--- config.mk ---
export PLATFORM = sky130hd
export DESIGN_NAME = router_reg_flat
export DESIGN_NICKNAME = d
export VERILOG_FILES = /design/src/rtl/router_pkg.sv /design/src/rtl/router_reg_if.sv /design/src/rtl/router_parity_acc.sv /design/src/rtl/router_reg.sv /design/src/flat_wrapper.sv
export SDC_FILE = /design/constraint.sdc
export NUM_CORES = 1
export LEC_CHECK = 0
export CAP_MARGIN = 20
export CORE_UTILIZATION = 48
export CTS_CLUSTER_DIAMETER = 30
export DETAILED_ROUTE_END_ITERATION = 6
export PLACE_DENSITY_LB_ADDON = 0.05
export SLEW_MARGIN = 5
export SYNTH_ARGS = -nofsm -noshare
export SYNTH_HDL_FRONTEND = slang
export SYNTH_SLANG_ARGS = --single-unit
--- constraint.sdc ---
create_clock -name clock -period 1.4 [get_ports clock]
set_clock_uncertainty 0.1 [all_clocks]
set_input_delay 0.28 -clock clock [delete_from_list [all_inputs] [get_ports clock]]
set_output_delay 0.28 -clock clock [all_outputs]
set_load 0.01 [all_outputs]
--- src/rtl/router_pkg.sv ---
// Shared router constants: datapath widths and the reserved header address.
package router_pkg;

  localparam int DATA_W = 8;
  localparam int ADDR_W = 2;

  localparam logic [ADDR_W-1:0] ADDR_RSVD = 2'b11;

  typedef logic [DATA_W-1:0] byte_t;

endpackage

--- src/rtl/router_reg_if.sv ---
// Bus between the router controller/source and the router register block.
// master drives the source byte, FIFO status and state decodes; slave
// (router_reg) returns the output byte and packet status.
interface router_reg_if;
  import router_pkg::*;

  logic        pkt_valid;
  byte_t       data_in;
  logic        fifo_full;
  logic        detect_add;
  logic        lfd_state;
  logic        ld_state;
  logic        laf_state;
  logic        full_state;
  logic        rst_int_reg;
  byte_t       dout;
  logic        parity_done;
  logic        low_packet_valid;
  logic        err;
  logic [7:0]  err_count;

  modport master (
    output pkt_valid, data_in, fifo_full,
    output detect_add, lfd_state, ld_state, laf_state, full_state, rst_int_reg,
    input  dout, parity_done, low_packet_valid, err, err_count
  );

  modport slave (
    input  pkt_valid, data_in, fifo_full,
    input  detect_add, lfd_state, ld_state, laf_state, full_state, rst_int_reg,
    output dout, parity_done, low_packet_valid, err, err_count
  );

endinterface

--- src/rtl/router_parity_acc.sv ---
// Running XOR parity of the bytes of one packet.
module router_parity_acc
  import router_pkg::*;
(
  input  logic  clock,
  input  logic  resetn,
  input  logic  clr,
  input  logic  xor_en,
  input  byte_t xor_data,
  output byte_t parity
);

  // clear at packet start, otherwise fold in each enabled byte
  always_ff @(posedge clock) begin
    if (!resetn)
      parity <= '0;
    else if (clr)
      parity <= '0;
    else if (xor_en)
      parity <= parity ^ xor_data;
  end

endmodule

--- src/rtl/router_reg.sv ---
// Router register block: header/hold byte capture, output byte mux,
// parity check and error reporting.
// Optional build macro ROUTER_REG_ERR_COUNT_EN enables the saturating
// errored-packet counter; without it err_count reads 8'h00.
module router_reg
  import router_pkg::*;
(
  input  logic         clock,
  input  logic         resetn,
  router_reg_if.slave  bus
);

  byte_t header_byte;
  byte_t hold_byte;
  byte_t pkt_parity;
  byte_t int_parity;
  byte_t dout_q;
  logic  hold_is_parity;
  logic  parity_done_q;
  logic  parity_done_d;
  logic  low_pv_q;
  logic  err_q;
  logic  err_next;
  logic  err_eval;
  logic  [7:0] err_count_q;

  logic  upd;
  logic  det_s, lfd_s, ld_s, laf_s;
  logic  acc_en;
  byte_t acc_data;
  logic  par_cap;
  byte_t par_cap_data;

  // state decode with fixed priority; full_state freezes every register
  always_comb begin
    upd   = !bus.full_state;
    det_s = upd && bus.detect_add;
    lfd_s = upd && !bus.detect_add && bus.lfd_state;
    ld_s  = upd && !bus.detect_add && !bus.lfd_state && bus.ld_state;
    laf_s = upd && !bus.detect_add && !bus.lfd_state && !bus.ld_state && bus.laf_state;
  end

  // select which byte, if any, feeds the parity accumulator this cycle
  always_comb begin
    acc_en   = 1'b0;
    acc_data = '0;
    if (lfd_s) begin
      acc_en   = 1'b1;
      acc_data = header_byte;
    end else if (ld_s && bus.pkt_valid && !bus.fifo_full) begin
      acc_en   = 1'b1;
      acc_data = bus.data_in;
    end else if (laf_s && !hold_is_parity) begin
      acc_en   = 1'b1;
      acc_data = hold_byte;
    end
  end

  // the parity byte arrives either directly or via the hold register
  always_comb begin
    par_cap      = 1'b0;
    par_cap_data = '0;
    if (ld_s && !bus.pkt_valid && !bus.fifo_full) begin
      par_cap      = 1'b1;
      par_cap_data = bus.data_in;
    end else if (laf_s && hold_is_parity) begin
      par_cap      = 1'b1;
      par_cap_data = hold_byte;
    end
  end

  // compare once, on the first cycle parity_done is seen high
  always_comb begin
    err_eval = upd && parity_done_q && !parity_done_d;
    err_next = err_q;
    if (det_s)
      err_next = 1'b0;
    else if (err_eval)
      err_next = (int_parity != pkt_parity);
  end

  router_parity_acc u_parity_acc (
    .clock    (clock),
    .resetn   (resetn),
    .clr      (det_s),
    .xor_en   (acc_en),
    .xor_data (acc_data),
    .parity   (int_parity)
  );

  // header, hold and output byte datapath
  always_ff @(posedge clock) begin
    if (!resetn) begin
      header_byte    <= '0;
      hold_byte      <= '0;
      hold_is_parity <= 1'b0;
      dout_q         <= '0;
    end else begin
      if (det_s && bus.pkt_valid && (bus.data_in[ADDR_W-1:0] != ADDR_RSVD))
        header_byte <= bus.data_in;
      if (ld_s && bus.fifo_full) begin
        hold_byte      <= bus.data_in;
        hold_is_parity <= !bus.pkt_valid;
      end
      if (lfd_s)
        dout_q <= header_byte;
      else if (ld_s && !bus.fifo_full)
        dout_q <= bus.data_in;
      else if (laf_s)
        dout_q <= hold_byte;
    end
  end

  // packet status flags
  always_ff @(posedge clock) begin
    if (!resetn) begin
      pkt_parity    <= '0;
      parity_done_q <= 1'b0;
      parity_done_d <= 1'b0;
      low_pv_q      <= 1'b0;
      err_q         <= 1'b0;
    end else begin
      if (par_cap)
        pkt_parity <= par_cap_data;
      if (det_s)
        parity_done_q <= 1'b0;
      else if (par_cap)
        parity_done_q <= 1'b1;
      if (upd)
        parity_done_d <= parity_done_q;
      if (upd && bus.rst_int_reg)
        low_pv_q <= 1'b0;
      else if (ld_s && !bus.pkt_valid)
        low_pv_q <= 1'b1;
      err_q <= err_next;
    end
  end

`ifdef ROUTER_REG_ERR_COUNT_EN
  // count err rising edges, saturating
  always_ff @(posedge clock) begin
    if (!resetn)
      err_count_q <= '0;
    else if (err_next && !err_q && (err_count_q != 8'hFF))
      err_count_q <= err_count_q + 8'd1;
  end
`else
  // counter not built
  always_comb err_count_q = 8'h00;
`endif

  // drive the bus outputs
  always_comb begin
    bus.dout             = dout_q;
    bus.parity_done      = parity_done_q;
    bus.low_packet_valid = low_pv_q;
    bus.err              = err_q;
    bus.err_count        = err_count_q;
  end

endmodule

--- src/flat_wrapper.sv ---
// flat-port wrapper written by rule: the top's interface ports become plain ports
module router_reg_flat import router_pkg::*;
  (clock, resetn, bus_pkt_valid, bus_data_in, bus_fifo_full, bus_detect_add, bus_lfd_state, bus_ld_state, bus_laf_state, bus_full_state, bus_rst_int_reg, bus_dout, bus_parity_done, bus_low_packet_valid, bus_err, bus_err_count);
  router_reg_if bus_i ();
  input  logic clock;
  input  logic resetn;
  input wire logic [$bits(bus_i.pkt_valid)-1:0] bus_pkt_valid;
  input wire logic [$bits(bus_i.data_in)-1:0] bus_data_in;
  input wire logic [$bits(bus_i.fifo_full)-1:0] bus_fifo_full;
  input wire logic [$bits(bus_i.detect_add)-1:0] bus_detect_add;
  input wire logic [$bits(bus_i.lfd_state)-1:0] bus_lfd_state;
  input wire logic [$bits(bus_i.ld_state)-1:0] bus_ld_state;
  input wire logic [$bits(bus_i.laf_state)-1:0] bus_laf_state;
  input wire logic [$bits(bus_i.full_state)-1:0] bus_full_state;
  input wire logic [$bits(bus_i.rst_int_reg)-1:0] bus_rst_int_reg;
  output wire logic [$bits(bus_i.dout)-1:0] bus_dout;
  output wire logic [$bits(bus_i.parity_done)-1:0] bus_parity_done;
  output wire logic [$bits(bus_i.low_packet_valid)-1:0] bus_low_packet_valid;
  output wire logic [$bits(bus_i.err)-1:0] bus_err;
  output wire logic [$bits(bus_i.err_count)-1:0] bus_err_count;
  assign bus_i.pkt_valid = bus_pkt_valid;
  assign bus_i.data_in = bus_data_in;
  assign bus_i.fifo_full = bus_fifo_full;
  assign bus_i.detect_add = bus_detect_add;
  assign bus_i.lfd_state = bus_lfd_state;
  assign bus_i.ld_state = bus_ld_state;
  assign bus_i.laf_state = bus_laf_state;
  assign bus_i.full_state = bus_full_state;
  assign bus_i.rst_int_reg = bus_rst_int_reg;
  assign bus_dout = bus_i.dout;
  assign bus_parity_done = bus_i.parity_done;
  assign bus_low_packet_valid = bus_i.low_packet_valid;
  assign bus_err = bus_i.err;
  assign bus_err_count = bus_i.err_count;
  router_reg u_core (.clock(clock), .resetn(resetn), .bus(bus_i));
endmodule
==> flow_metrics.py, run 1 <==
metrics = {
    "drt": {
        "dr.pass1.iters": 4,
        "avgRoutedWirePerCell_um": 18.0,
        "vias_per_cell": 5.84,
        "via_count": 2348,
        "drt_wl_total_um": 7220,
        "detailedRoute.firstIterationViolations": 187,
        "drc": 0,
        "route.antenna.remaining_nets": 0,
    },
    "power_and_ir_drop": {
        "cell_internal_pwr_mw": 2.26,
        "post-layout-total-power_mw": 2.97,
        "seq_power_share_pct": 44.7,
        "pwr-share-clk_pct": 39.1,
        "portion_of_total_power_attributed_to_combinational_logic_pct": 16.2,
        "total_leakage_power_nw": 1.54,
        "total_switching_power_mw": 0.719,
        "power.ir.vdd_worst_mv": 0.893,
        "power.switching_fraction_pct": 24.2,
        "power.density_cell_area_nw_per_um2": 855,
    },
    "global_route": {
        "grt_use_met1_pct": 34.6,
        "grt.busiest_layer": "met2",
        "global_route.usage.total_pct": 28.7,
        "first_global_vias": 2270,
        "globalRoute.totalOverflow": 0,
        "initial_antenna_violation_count": 0,
        "grt_pass1_wl_um": 11300,
        "global_route.usage.met3_pct": 6.63,
        "grt_max_degree": 32,
        "globalRouteMet2Util_pct": 47.5,
    },
    "setup_path": {
        "critPathKind": "reg2reg",
        "critical_path.endpoint_type": "flop",
        "worst-endpoint-required_ns": 1.54,
        "worst-endpoint-arrival_ns": 1.59,
        "critPathMaxFanout": 6,
        "cp-start-kind": "flop",
    },
    "synth": {
        "syn-instance-count": 267,
        "dominant_combinational_cell_family_by_area_after_synthesis": "simple AND/OR/NAND/NOR gates",
        "synth_simple_gate_area_share_pct": 25.5,
        "synth.top_cells.by_area": "sky130_fd_sc_hd__dfxtp_1, sky130_fd_sc_hd__nand3_1, sky130_fd_sc_hd__mux2i_1, sky130_fd_sc_hd__o211a_1, sky130_fd_sc_hd__nor2b_1",
        "synth_cell_types": 41,
        "synthArstFlopShare_pct": 0,
        "muxShareOfSynthArea_pct": 7.44,
        "netlist_area_before_placement_um2": 2420,
        "synth_enable_flop_cells": 0,
        "synth_top_cells_by_count": "sky130_fd_sc_hd__dfxtp_1, sky130_fd_sc_hd__nand3_1, sky130_fd_sc_hd__nor2b_1",
        "yosysWarnings": 0,
        "synthFlopType": "sky130_fd_sc_hd__dfxtp_1",
        "synth_compound_gate_area_share_pct": 19.3,
        "synth.yosys.seq_area_share_pct": 37.2,
        "synth.top_cell.area_share_pct": 37.2,
        "syn_avg_cell_area_um2": 9.07,
        "xor_and_xnor_area_share_after_synthesis_pct": 2.89,
        "synth_adder_area_share_pct": 0,
        "synthMostInstantiatedCell": "sky130_fd_sc_hd__dfxtp_1",
        "ys_ff_latch": 45,
        "most_area_hungry_cell_type_in_the_yosys_netlist": "sky130_fd_sc_hd__dfxtp_1",
    },
    "clock_network": {
        "clkLatencyLatePin_ns": 0.31,
        "numClockSinks": 45,
        "htreeDepth": 2,
        "clk_root_buf": "sky130_fd_sc_hd__clkbuf_8",
        "clockBufferDepth": 2,
        "worst_setup_hold_path_clk_slew_ns": 0.09,
        "cts-buffers-inserted": 5,
        "tritoncts_clock_tree": "done",
    },
    "floorplan": {
        "ios": 37,
        "die_w_um": 73.0,
        "rows": 25,
        "core_area_um2": 4790,
        "floorplan.initialDensity_pct": 50.6,
        "fp.dieH_um": 73.0,
        "die_area_um2": 5330,
    },
    "timing": {
        "final_max_slew_viol_count": 0,
        "max_clock_freq_mhz": 688,
        "finalSetupViolations": 8,
        "holdWs_ns": 0.388,
        "finalWorstSetupSlack_ns": -0.0526,
        "hold_viol": 0,
        "final_min_period_over_clock_period_pct": 104,
        "timing.final.crit_period_ns": 1.45,
        "setup_repair_after_global_routing_missed_its_margin": "true",
    },
    "placement": {
        "port_buffers": 28,
        "detailed_place_hpwl_um": 4570,
        "gp_congestion": 0.812,
        "place_area_um2": 3020,
        "pre_cts_slack_ns": -0.644,
    },
    "layout": {
        "layout-area-overhead-vs-synth_pct": 43.5,
        "antenna_cells": 0,
        "share_of_final_layout_standard_cells_stronger_than_drive_strength_1_pct": 30.4,
        "finish.net_count": 352,
        "design_area_um2": 3480,
    },
    "hold_path": {
        "worst_min_delay_path_category": "in2reg",
    },
    "run_status": {
        "outcome": "finished with violations",
        "violated_checks": "negative setup slack",
    },
    "run": {
        "cap_viol_max_count": 0,
    },
}
-- power by group through the flow --
stage / clock (mW) / combinational (mW) / sequential, mW
after floorplan: 0 / 0.206 / 1.36
after global placement: 0 / 0.419 / 1.36
after detailed placement: 0 / 0.422 / 1.36
after CTS: 1.19 / 0.459 / 1.33
after global routing: 1.23 / 0.513 / 1.33
final: 1.16 / 0.482 / 1.33
-- area by class of cell --
| class | instances | area (um^2) |
|---|---|---|
| Clock buffer | 5 | 68.8 |
| Clock inverter | 3 | 65.1 |
| Fill cell | 388 | 1310 |
| Inverter | 3 | 15.0 |
| Multi-Input combinational cell | 201 | 1590 |
| Sequential cell | 45 | 905 |
| Tap cell | 67 | 83.8 |
| Timing Repair Buffer | 78 | 749 |
-- worst paths after layout --
path	start	to	slack [ns]	depth (start not counted)
max	u_core.hold_is_parity	u_core.u_parity_acc.parity[3]	-0.05	5
min	bus_full_state	u_core.bus.low_packet_valid	0.39	4
max reg2reg	u_core.hold_is_parity	u_core.u_parity_acc.parity[3]	-0.05	5
min reg2reg	u_core.bus.err	u_core.bus.err	0.39	2
-- registers in the layout (all words and copies together) (netlist names) --
register,flops
u_core.bus.dout,8
u_core.header_byte,8
u_core.hold_byte,8
u_core.pkt_parity,8
u_core.u_parity_acc.parity,8
u_core.bus.err,1
u_core.bus.low_packet_valid,1
u_core.bus.parity_done,1
u_core.hold_is_parity,1
u_core.parity_done_d,1
-- critical path, stage by stage, from the launching register on --
cell and delay (ns):
sky130_fd_sc_hd__dfxtp_4 0.36, sky130_fd_sc_hd__nor4b_4 0.29, sky130_fd_sc_hd__buf_6 0.20, sky130_fd_sc_hd__a32oi_4 0.12
sky130_fd_sc_hd__a21o_1 0.21, sky130_fd_sc_hd__a21oi_2 0.10
-- layout by cell type, fill, tap and decap left out, types with 11 or more instances in the layout --
cell and count:
sky130_fd_sc_hd__mux2i_1 18, sky130_fd_sc_hd__buf_4 32, sky130_fd_sc_hd__o211a_1 15, sky130_fd_sc_hd__nand2_1 11
sky130_fd_sc_hd__nor2_1 11, sky130_fd_sc_hd__dlygate4sd2_1 13, sky130_fd_sc_hd__nor2b_1 19, sky130_fd_sc_hd__dfxtp_1 44
sky130_fd_sc_hd__nand3_1 33
-- metrics by stage --
| stage | TNS (ns) | utilization (%) | instances |
|---|---|---|---|
| floorplan | -0.968 | - | 274 |
| global placement | -23.24 | 63.2 | 382 |
| detailed placement | -24.27 | 63.2 | 382 |
| CTS | -0.0785 | 70.3 | 398 |
| global route | -0.746 | 72.7 | 402 |
| finish | -0.241 | 72.7 | 402 |
-- what timing repair did --
action / CTS / global route
endpoints found under the setup margin: 54 / 33
hold buffers: 0 / 0
resized for setup: 57 / 27
pin swaps: 15 / 13
setup buffers: 4 / 3
cloned: 4 / 1
-- cells by family (layout without fill, tap and decap cells) --
| family | count (synthesis) | count (layout) |
|---|---|---|
| AND/OR/NAND/NOR | 104 | 107 |
| flip-flops | 45 | 45 |
| XOR/XNOR | 8 | 8 |
| other | 1 | 8 |
| multiplexers | 18 | 18 |
| AO/OA/AOI/OAI | 60 | 60 |
| buffers and inverters | 31 | 89 |
-- per-layer routing --
layer / part of all wire (%) / vias up
met2: 50 / 86
met1: 41 / 1137
met4: 2.7 / 0
met3: 6.1 / 17
li1: - / 1108
met5: 0 / -
Note: power is estimated with default switching activity, not from simulation.
==> run 2: changes to the inputs <==
--- a/config.mk
+++ b/config.mk
@@ -9,6 +9,7 @@
 export CORE_UTILIZATION = 48
 export CTS_CLUSTER_DIAMETER = 30
 export DETAILED_ROUTE_END_ITERATION = 6
+export HOLD_SLACK_MARGIN = 0.12
 export PLACE_DENSITY_LB_ADDON = 0.05
 export SLEW_MARGIN = 5
 export SYNTH_ARGS = -nofsm -noshare
==> results of run 2 <==
Same layout as run 1: the final DEF is identical, and so are final timing and power.
==> run 3: changes to the inputs <==
--- a/config.mk
+++ b/config.mk
@@ -5,7 +5,7 @@
 export SDC_FILE = /design/constraint.sdc
 export NUM_CORES = 1
 export LEC_CHECK = 0
-export CAP_MARGIN = 20
+export CAP_MARGIN = 40
 export CORE_UTILIZATION = 48
 export CTS_CLUSTER_DIAMETER = 30
 export DETAILED_ROUTE_END_ITERATION = 6
==> results of run 3 <==
Same layout as run 1: the final DEF is identical, and so are final timing and power.
